$ cat src/rtl/rv_div_ctrl.sv
// Issue/retire sequencer between RV64M dispatch and the radix-4 SRT divider.
// Optional `RV_DIV_REUSE_EN keeps the last divider pass for same-operand reuse.
module rv_div_ctrl #(
    parameter int XLEN  = 64,
    parameter int TAG_W = 5
) (
    input  logic             clk,
    input  logic             rstn,
    input  logic             in_vld,
    output logic             in_rdy,
    input  logic [2:0]       in_funct3,
    input  logic             in_word,
    input  logic [XLEN-1:0]  in_rs1,
    input  logic [XLEN-1:0]  in_rs2,
    input  logic [TAG_W-1:0] in_tag,
    output logic             out_vld,
    input  logic             out_rdy,
    output logic [XLEN-1:0]  out_data,
    output logic [TAG_W-1:0] out_tag,
    output logic             div_vld_o,
    output logic [XLEN-1:0]  div_op1_o,
    output logic [XLEN-1:0]  div_op2_o,
    input  logic             div_rdy_i,
    input  logic [XLEN-1:0]  div_quo_i,
    input  logic [XLEN-1:0]  div_rem_i
);

    typedef enum logic [2:0] {
        S_IDLE, S_ISSUE, S_WBUSY, S_WDONE, S_FIXUP, S_RESP
    } state_t;

    localparam logic [63:0] MIN_NEG = 64'h8000_0000_0000_0000;

    state_t state, state_nxt;

    logic        acc, f_uns, f_rem;
    logic [63:0] pa, pb;
    logic        b_zero, b_ovf, b_big, byp, ge, fix_in, hit;
    logic [63:0] byp_q, byp_r, ent_q_v, ent_r_v;
    logic        word_q, rem_q, fix_q, a0_q;
    logic [63:0] b_q, q_q, r_q;
    logic [63:0] fr, fq, fr2;
    logic        fge, wd_cap, fin_raw, fin_fix;

    function automatic logic [63:0] res_sel(
        input logic [63:0] q,
        input logic [63:0] r,
        input logic        rem,
        input logic        word
    );
        logic [63:0] v;
        v = rem ? r : q;
        return word ? {{32{v[31]}}, v[31:0]} : v;
    endfunction

    assign acc   = in_vld & in_rdy;
    assign f_uns = in_funct3[2] & in_funct3[0];
    assign f_rem = in_funct3[2] & in_funct3[1];

    always_comb begin
        pa = in_rs1;
        pb = in_rs2;
        if (in_word) begin
            if (f_uns) begin
                pa = {32'b0, in_rs1[31:0]};
                pb = {32'b0, in_rs2[31:0]};
            end else begin
                pa = {{32{in_rs1[31]}}, in_rs1[31:0]};
                pb = {{32{in_rs2[31]}}, in_rs2[31:0]};
            end
        end
    end

    assign b_zero = (pb == 64'd0);
    assign b_ovf  = ~f_uns & ~in_word & (pa == MIN_NEG) & (pb == '1);
    assign b_big  = f_uns & pb[63];
    assign byp    = b_zero | b_ovf | b_big;
    assign ge     = (pa >= pb);
    // Unsigned dividend with top bit set: halve it, rebuild in FIXUP.
    assign fix_in = f_uns & pa[63] & ~pb[63];

    always_comb begin
        byp_q = {63'd0, ge};
        byp_r = ge ? pa - pb : pa;
        if (b_zero) begin
            byp_q = '1;
            byp_r = pa;
        end else if (b_ovf) begin
            byp_q = pa;
            byp_r = 64'd0;
        end
    end

    // Remainder < divisor < 2^63, so the doubled value cannot overflow.
    assign fr  = (r_q << 1) | {63'd0, a0_q};
    assign fge = (fr >= b_q);
    assign fq  = (q_q << 1) | {63'd0, fge};
    assign fr2 = fge ? fr - b_q : fr;

    assign wd_cap  = (state == S_WDONE) & div_rdy_i;
    assign fin_raw = wd_cap & ~fix_q;
    assign fin_fix = (state == S_FIXUP);

`ifdef RV_DIV_REUSE_EN
    logic        ent_vld, ent_uns, ent_word, uns_q;
    logic [63:0] ent_a, ent_b, ent_q, ent_r, a_q;

    assign hit = ent_vld & (ent_a == pa) & (ent_b == pb)
               & (ent_uns == f_uns) & (ent_word == in_word);
    assign ent_q_v = ent_q;
    assign ent_r_v = ent_r;

    always_ff @(posedge clk or negedge rstn) begin
        if (!rstn) begin
            ent_vld  <= 1'b0;
            ent_uns  <= 1'b0;
            ent_word <= 1'b0;
            ent_a    <= '0;
            ent_b    <= '0;
            ent_q    <= '0;
            ent_r    <= '0;
            a_q      <= '0;
            uns_q    <= 1'b0;
        end else begin
            if (acc) begin
                a_q   <= pa;
                uns_q <= f_uns;
            end
            if (fin_raw || fin_fix) begin
                ent_vld  <= 1'b1;
                ent_uns  <= uns_q;
                ent_word <= word_q;
                ent_a    <= a_q;
                ent_b    <= b_q;
                ent_q    <= fin_fix ? fq : div_quo_i;
                ent_r    <= fin_fix ? fr2 : div_rem_i;
            end
        end
    end
`else
    assign hit     = 1'b0;
    assign ent_q_v = '0;
    assign ent_r_v = '0;
`endif

    always_comb begin
        state_nxt = state;
        unique case (state)
            S_IDLE:  if (acc) state_nxt = (byp | hit) ? S_RESP : S_ISSUE;
            S_ISSUE: if (div_rdy_i) state_nxt = S_WBUSY;
            S_WBUSY: if (!div_rdy_i) state_nxt = S_WDONE;
            S_WDONE: if (div_rdy_i) state_nxt = fix_q ? S_FIXUP : S_RESP;
            S_FIXUP: state_nxt = S_RESP;
            S_RESP:  if (out_rdy) state_nxt = S_IDLE;
            default: state_nxt = S_IDLE;
        endcase
    end

    assign div_vld_o = (state == S_ISSUE);
    assign out_vld   = (state == S_RESP);

    always_ff @(posedge clk or negedge rstn) begin
        if (!rstn) begin
            state  <= S_IDLE;
            in_rdy <= 1'b0;
        end else begin
            state  <= state_nxt;
            in_rdy <= (state_nxt == S_IDLE);
        end
    end

    always_ff @(posedge clk or negedge rstn) begin
        if (!rstn) begin
            out_data  <= '0;
            out_tag   <= '0;
            div_op1_o <= '0;
            div_op2_o <= '0;
            word_q    <= 1'b0;
            rem_q     <= 1'b0;
            fix_q     <= 1'b0;
            a0_q      <= 1'b0;
            b_q       <= '0;
            q_q       <= '0;
            r_q       <= '0;
        end else begin
            if (acc) begin
                out_tag <= in_tag;
                word_q  <= in_word;
                rem_q   <= f_rem;
                fix_q   <= fix_in;
                a0_q    <= pa[0];
                b_q     <= pb;
                if (byp) begin
                    out_data <= res_sel(byp_q, byp_r, f_rem, in_word);
                end else if (hit) begin
                    out_data <= res_sel(ent_q_v, ent_r_v, f_rem, in_word);
                end else begin
                    div_op1_o <= fix_in ? pa >> 1 : pa;
                    div_op2_o <= pb;
                end
            end
            if (wd_cap) begin
                q_q <= div_quo_i;
                r_q <= div_rem_i;
            end
            if (fin_raw) begin
                out_data <= res_sel(div_quo_i, div_rem_i, rem_q, word_q);
            end
            if (fin_fix) begin
                out_data <= res_sel(fq, fr2, rem_q, word_q);
            end
        end
    end

endmodule

$ cat config.mk
export PLATFORM = sky130hd
export DESIGN_NAME = rv_div_ctrl
export DESIGN_NICKNAME = d
export VERILOG_FILES = /design/src/rtl/rv_div_ctrl.sv
export SDC_FILE = /design/constraint.sdc
export NUM_CORES = 1
export LEC_CHECK = 0
export CAP_MARGIN = 20
export CORE_ASPECT_RATIO = 1.5
export CORE_MARGIN = 5
export CORE_UTILIZATION = 48
export CTS_CLUSTER_SIZE = 8
export DETAILED_ROUTE_END_ITERATION = 8
export PLACE_DENSITY = 0.7
export SLEW_MARGIN = 20
export SYNTH_ARGS = -nofsm -noshare
export SYNTH_HDL_FRONTEND = slang
export SYNTH_SLANG_ARGS = --single-unit
$ cat constraint.sdc
create_clock -name clk -period 4.32 [get_ports clk]
set_input_delay 0.864 -clock clk [delete_from_list [all_inputs] [get_ports clk]]
set_output_delay 0.864 -clock clk [all_outputs]
set_load 0.02 [all_outputs]
==> qor.log <==
[floorplanning] Initial Utilization 48.51%
[final_layout] most frequent cells in the layout sky130_fd_sc_hd__buf_4, sky130_fd_sc_hd__clkdlybuf4s50_1, sky130_fd_sc_hd__nand2_1
[floorplanning] full die area 0.06348 mm^2
[final_layout] total number of nets in the final design 4718
[logic_synthesis] post-synthesis average cell area 8.473 um^2
[logic_synthesis] share of flip-flops with an asynchronous set or reset 100.0%
[logic_synthesis] flop and latch count out of synthesis 395
[timing] final count of pins violating max slew 0
[critical_path] worst setup path class primary input to flip-flop
[final_layout] commonest non-fill, non-tap cell in the layout sky130_fd_sc_hd__buf_4
[critical_path] largest fanout of any net on the critical path 9
[timing] Max Fclk 0.2355 GHz
[floorplanning] Die Wd 207.4 um
[flow_run] number of max-cap violations 0
[floorplanning] placeable core area 0.05784 mm^2
[final_layout] share of post-route cells with drive strength above 1 24.06%
[timing] number of failing setup endpoints in the final timing report 0
[drt] via total after detailed routing 31130
[final_layout] core utilization of the finished layout 70.14%
[power_and_ir_drop] Seq pwr share 23.2%
[clock_network] number of CTS-inserted buffers 55
[critical_path] cell with the largest stage delay on the worst path sky130_fd_sc_hd__clkdlybuf4s50_1
[clock_network] clock tree from TritonCTS built
[logic_synthesis] Synth warnings 0
[global_routing] final global-route overflow total 0
[power_and_ir_drop] ratio of total power to cell area 744.7 mW/mm^2
[logic_synthesis] sequential share of the synthesized area 35.23%
[clock_network] clock sinks 395
[logic_synthesis] most frequently used flop master after synthesis sky130_fd_sc_hd__dfrtp_1
[global_routing] GR Util All Layers 39.17%
[drt] Initial DRC Count 2982
[timing] Final Hold Violating Endpoints 0
[clock_network] maximum clock path buffer count 3
[outcome] run status completed
[power_and_ir_drop] leakage power total 0.01779 uW
[critical_path] Worst Setup End Kind flip-flop
[place] total instance count after detailed placement 5020
[timing] share of the clock period used by the worst path after layout 98.28%
[power_and_ir_drop] Int Power 16120 uW
[place] Port Buffer Count 469
[final_layout] Non-Filler Instances 5094
[logic_synthesis] number of synthesized flops with an enable pin 0
[critical_path] number of buffers and inverters on the critical path 6
[global_routing] initial antenna violation count 1
[logic_synthesis] library cells used by synthesis 88
[critical_path] cell family with the largest share of critical-path delay buffers and inverters
[power_and_ir_drop] clock network fraction of design power 13.1%
[power_and_ir_drop] post-layout total power 30210 uW
[timing] worst rel slew slack 28.41%
[critical_path] cell-by-cell trace of the critical path clkdlybuf4s50_1 -> buf_4 -> nand3_1 -> nand2_1 -> ha_1 -> nand4_1 -> buf_4 -> nor4_4 -> buf_4 -> inv_1 -> o21ai_2 -> o21bai_2 -> a21oi_1 -> o32ai_2 -> buf_4 -> nand2_8 -> a2111oi_4 -> a211oi_1
[final_layout] number of filler instances in the final layout 4705
[drt] aggregate routed wire length 130400 um
[clock_network] Clk Tree Root Cell sky130_fd_sc_hd__clkbuf_16
[clock_network] insertion delay of the later-clocked pin in the worst-skew pair 640 ps
[critical_path] required time worst endpoint 4810 ps
[drt] drt pass-1 iters 6
[clock_network] CTS H-tree lvls 2
[power_and_ir_drop] peak supply drop 519.8 uV
[timing] slew of the pin with the lowest slew margin 1074 ps
[place] total half-perimeter wirelength after legalization and detailed placement 104900 um
[floorplanning] total number of placement rows 108
[drt] routed wirelength normalized by instance count 25.60 um
[floorplanning] die outline height 306.1 um
[logic_synthesis] syn_nets 3711
[global_routing] largest net degree at the start of global routing 128
[floorplanning] number of ports placed on the die boundary 470
[critical_path] Data arrival, critical path 4740 ps
[final_layout] layout-stage area growth over the synthesis result 44.60%
[global_routing] vias in the first global route 31330
[power_and_ir_drop] switching power 14090 uW
[timing] crit path time final 4246 ps
[global_routing] first-pass GRT wire length 194200 um
[logic_synthesis] Synth Instances 3311
[place] GPL Wtd Cong 1.023
[drt] Residual DRC 0
[logic_synthesis] netlist area before placement 0.02805 mm^2
[drt] antenna-violating nets left 0
[clock_network] CTS clock-pin slew for the worst setup and hold paths 50 ps
[hold_path] Hold Path Class primary input to async pin
[power_and_ir_drop] fraction of power spent switching nets 46.62%
[power_and_ir_drop] Combinational Power Share 63.7%
[critical_path] CP max stage delay 490 ps
[timing] clk_skew 31.94 ps
[critical_path] Critical Path Most Common Cell sky130_fd_sc_hd__buf_4
[critical_path] element type at the critical path start primary input
[drt] vias per inst 6.110
-- layout make-up --
type | instances | area [um^2] | area share [%]
Clock buffer | 58 | 1388 | 3.420
Clock inverter | 4 | 85.08 | 0.2097
Multi-Input combinational cell | 2540 | 17280 | 42.59
Sequential cell | 395 | 9889 | 24.38
Antenna cell | 1 | 2.502 | 0.006168
Tap cell | 770 | 963.4 | 2.375
Inverter | 150 | 563.0 | 1.388
Timing Repair Buffer | 1176 | 10400 | 25.63
-- what timing repair did --
action | CTS | global route
resized for setup | 26 | 87
pin swaps | 4 | 28
setup buffers | 0 | 8
cloned | 0 | 3
endpoints found under the setup margin | 62 | 61
hold buffers | 0 | 0
-- Yosys cell counts, types with 43 or more instances --
| cell type | instances | area share, % |
|---|---|---|
| sky130_fd_sc_hd__clkbuf_1 | 168 | 2.2 |
| sky130_fd_sc_hd__nand4_1 | 76 | 1.7 |
| sky130_fd_sc_hd__nor2_1 | 191 | 2.6 |
| sky130_fd_sc_hd__dfrtp_1 | 395 | 35 |
| sky130_fd_sc_hd__mux2i_1 | 128 | 4.6 |
| sky130_fd_sc_hd__nand2_1 | 408 | 5.5 |
| sky130_fd_sc_hd__inv_1 | 150 | 2.0 |
| sky130_fd_sc_hd__o21ai_0 | 386 | 6.9 |
| sky130_fd_sc_hd__a21oi_1 | 289 | 5.2 |
| sky130_fd_sc_hd__xor2_1 | 43 | 1.3 |
| sky130_fd_sc_hd__a21o_1 | 55 | 1.5 |
| sky130_fd_sc_hd__mux2_2 | 137 | 5.5 |
| sky130_fd_sc_hd__nand3_1 | 50 | 0.89 |
| sky130_fd_sc_hd__xnor2_1 | 65 | 2.0 |
| sky130_fd_sc_hd__ha_1 | 128 | 5.7 |
-- cells by family after synthesis --
group,share of synthesized area [%]
adders and majority gates,5.851
buffers and inverters,5.379
DFF,35.23
muxes,10.07
AOI/OAI and AO/OA,24.88
xor gates and xnor gates,3.372
and+or+nand+nor,15.22
-- flip-flops by register name, summed over array words and instances (netlist names) --
| signal | count |
|---|---|
| a0_q | 1 |
| b_q | 64 |
| div_op1_o | 64 |
| div_op2_o | 64 |
| fix_q | 1 |
| in_rdy | 1 |
| out_data | 64 |
| out_tag | 5 |
| q_q | 63 |
| r_q | 63 |
| rem_q | 1 |
| state | 3 |
| word_q | 1 |
-- worst reg2reg max path, delay by kind of cell, from the launching register on --
family	cells	cell delay, ps
AO/OA/AOI/OAI	3	1080
adder cells (fa/ha/maj)	1	370
buffers and inverters	3	600
flip-flops	1	410
AND/OR/NAND/NOR	6	1580
-- power by group through the flow --
stage | clock (uW) | combinational [uW] | sequential (uW)
floorplan | 0 | 10200 | 7460
global placement | 0 | 18500 | 6900
finish | 3960 | 19200 | 7010
CTS | 4000 | 18800 | 6950
global route | 4130 | 20600 | 7170
detailed placement | 0 | 18600 | 6950
-- metal layers --
layer  routed length [um]  track usage, %  share of wire [%]  vias up
li1                     -               -                  -    14110
met3                11500           7.293                8.8      322
met1                51240           50.70                 39    15020
met4                 7442           17.89                5.7        2
met2                60210           64.08                 46     1666
met5                   13               0              0.010        -
-- path summary, 6_finish.rpt --
kind                       cells after the start                   endpoint  slack, ps                      start
max in group asynchronous                      2        r_q[13]$_DFFE_PN0P_       3010                       rstn
min                                            1  div_op1_o[54]$_DFFE_PN0P_        220                       rstn
min in group clk                               2  div_op2_o[37]$_DFFE_PN0P_        480  div_op2_o[37]$_DFFE_PN0P_
max reg2reg                                   13   out_data[52]$_DFFE_PN0P_        120        b_q[18]$_DFFE_PN0P_
min reg2reg                                    2  div_op2_o[37]$_DFFE_PN0P_        480  div_op2_o[37]$_DFFE_PN0P_
max                                           18   out_data[53]$_DFFE_PN0P_         70                 in_rs1[31]
-- stage by stage --
stage	TNS [ps]	hold slack [ps]	setup slack [ps]	instance area (um^2)
5_1_grt	-59.65	322.6	-32.32	40570
6_report	0	217.2	74.28	40570
4_1_cts	0	325.1	2.701	39970
3_5_place_dp	-55180	469.8	-1022	38400
2_1_floorplan	0	449.8	26.21	28070
3_3_place_gp	-55890	461.8	-985.5	38400
No activity file was read; power rests on OpenSTA's default activity.
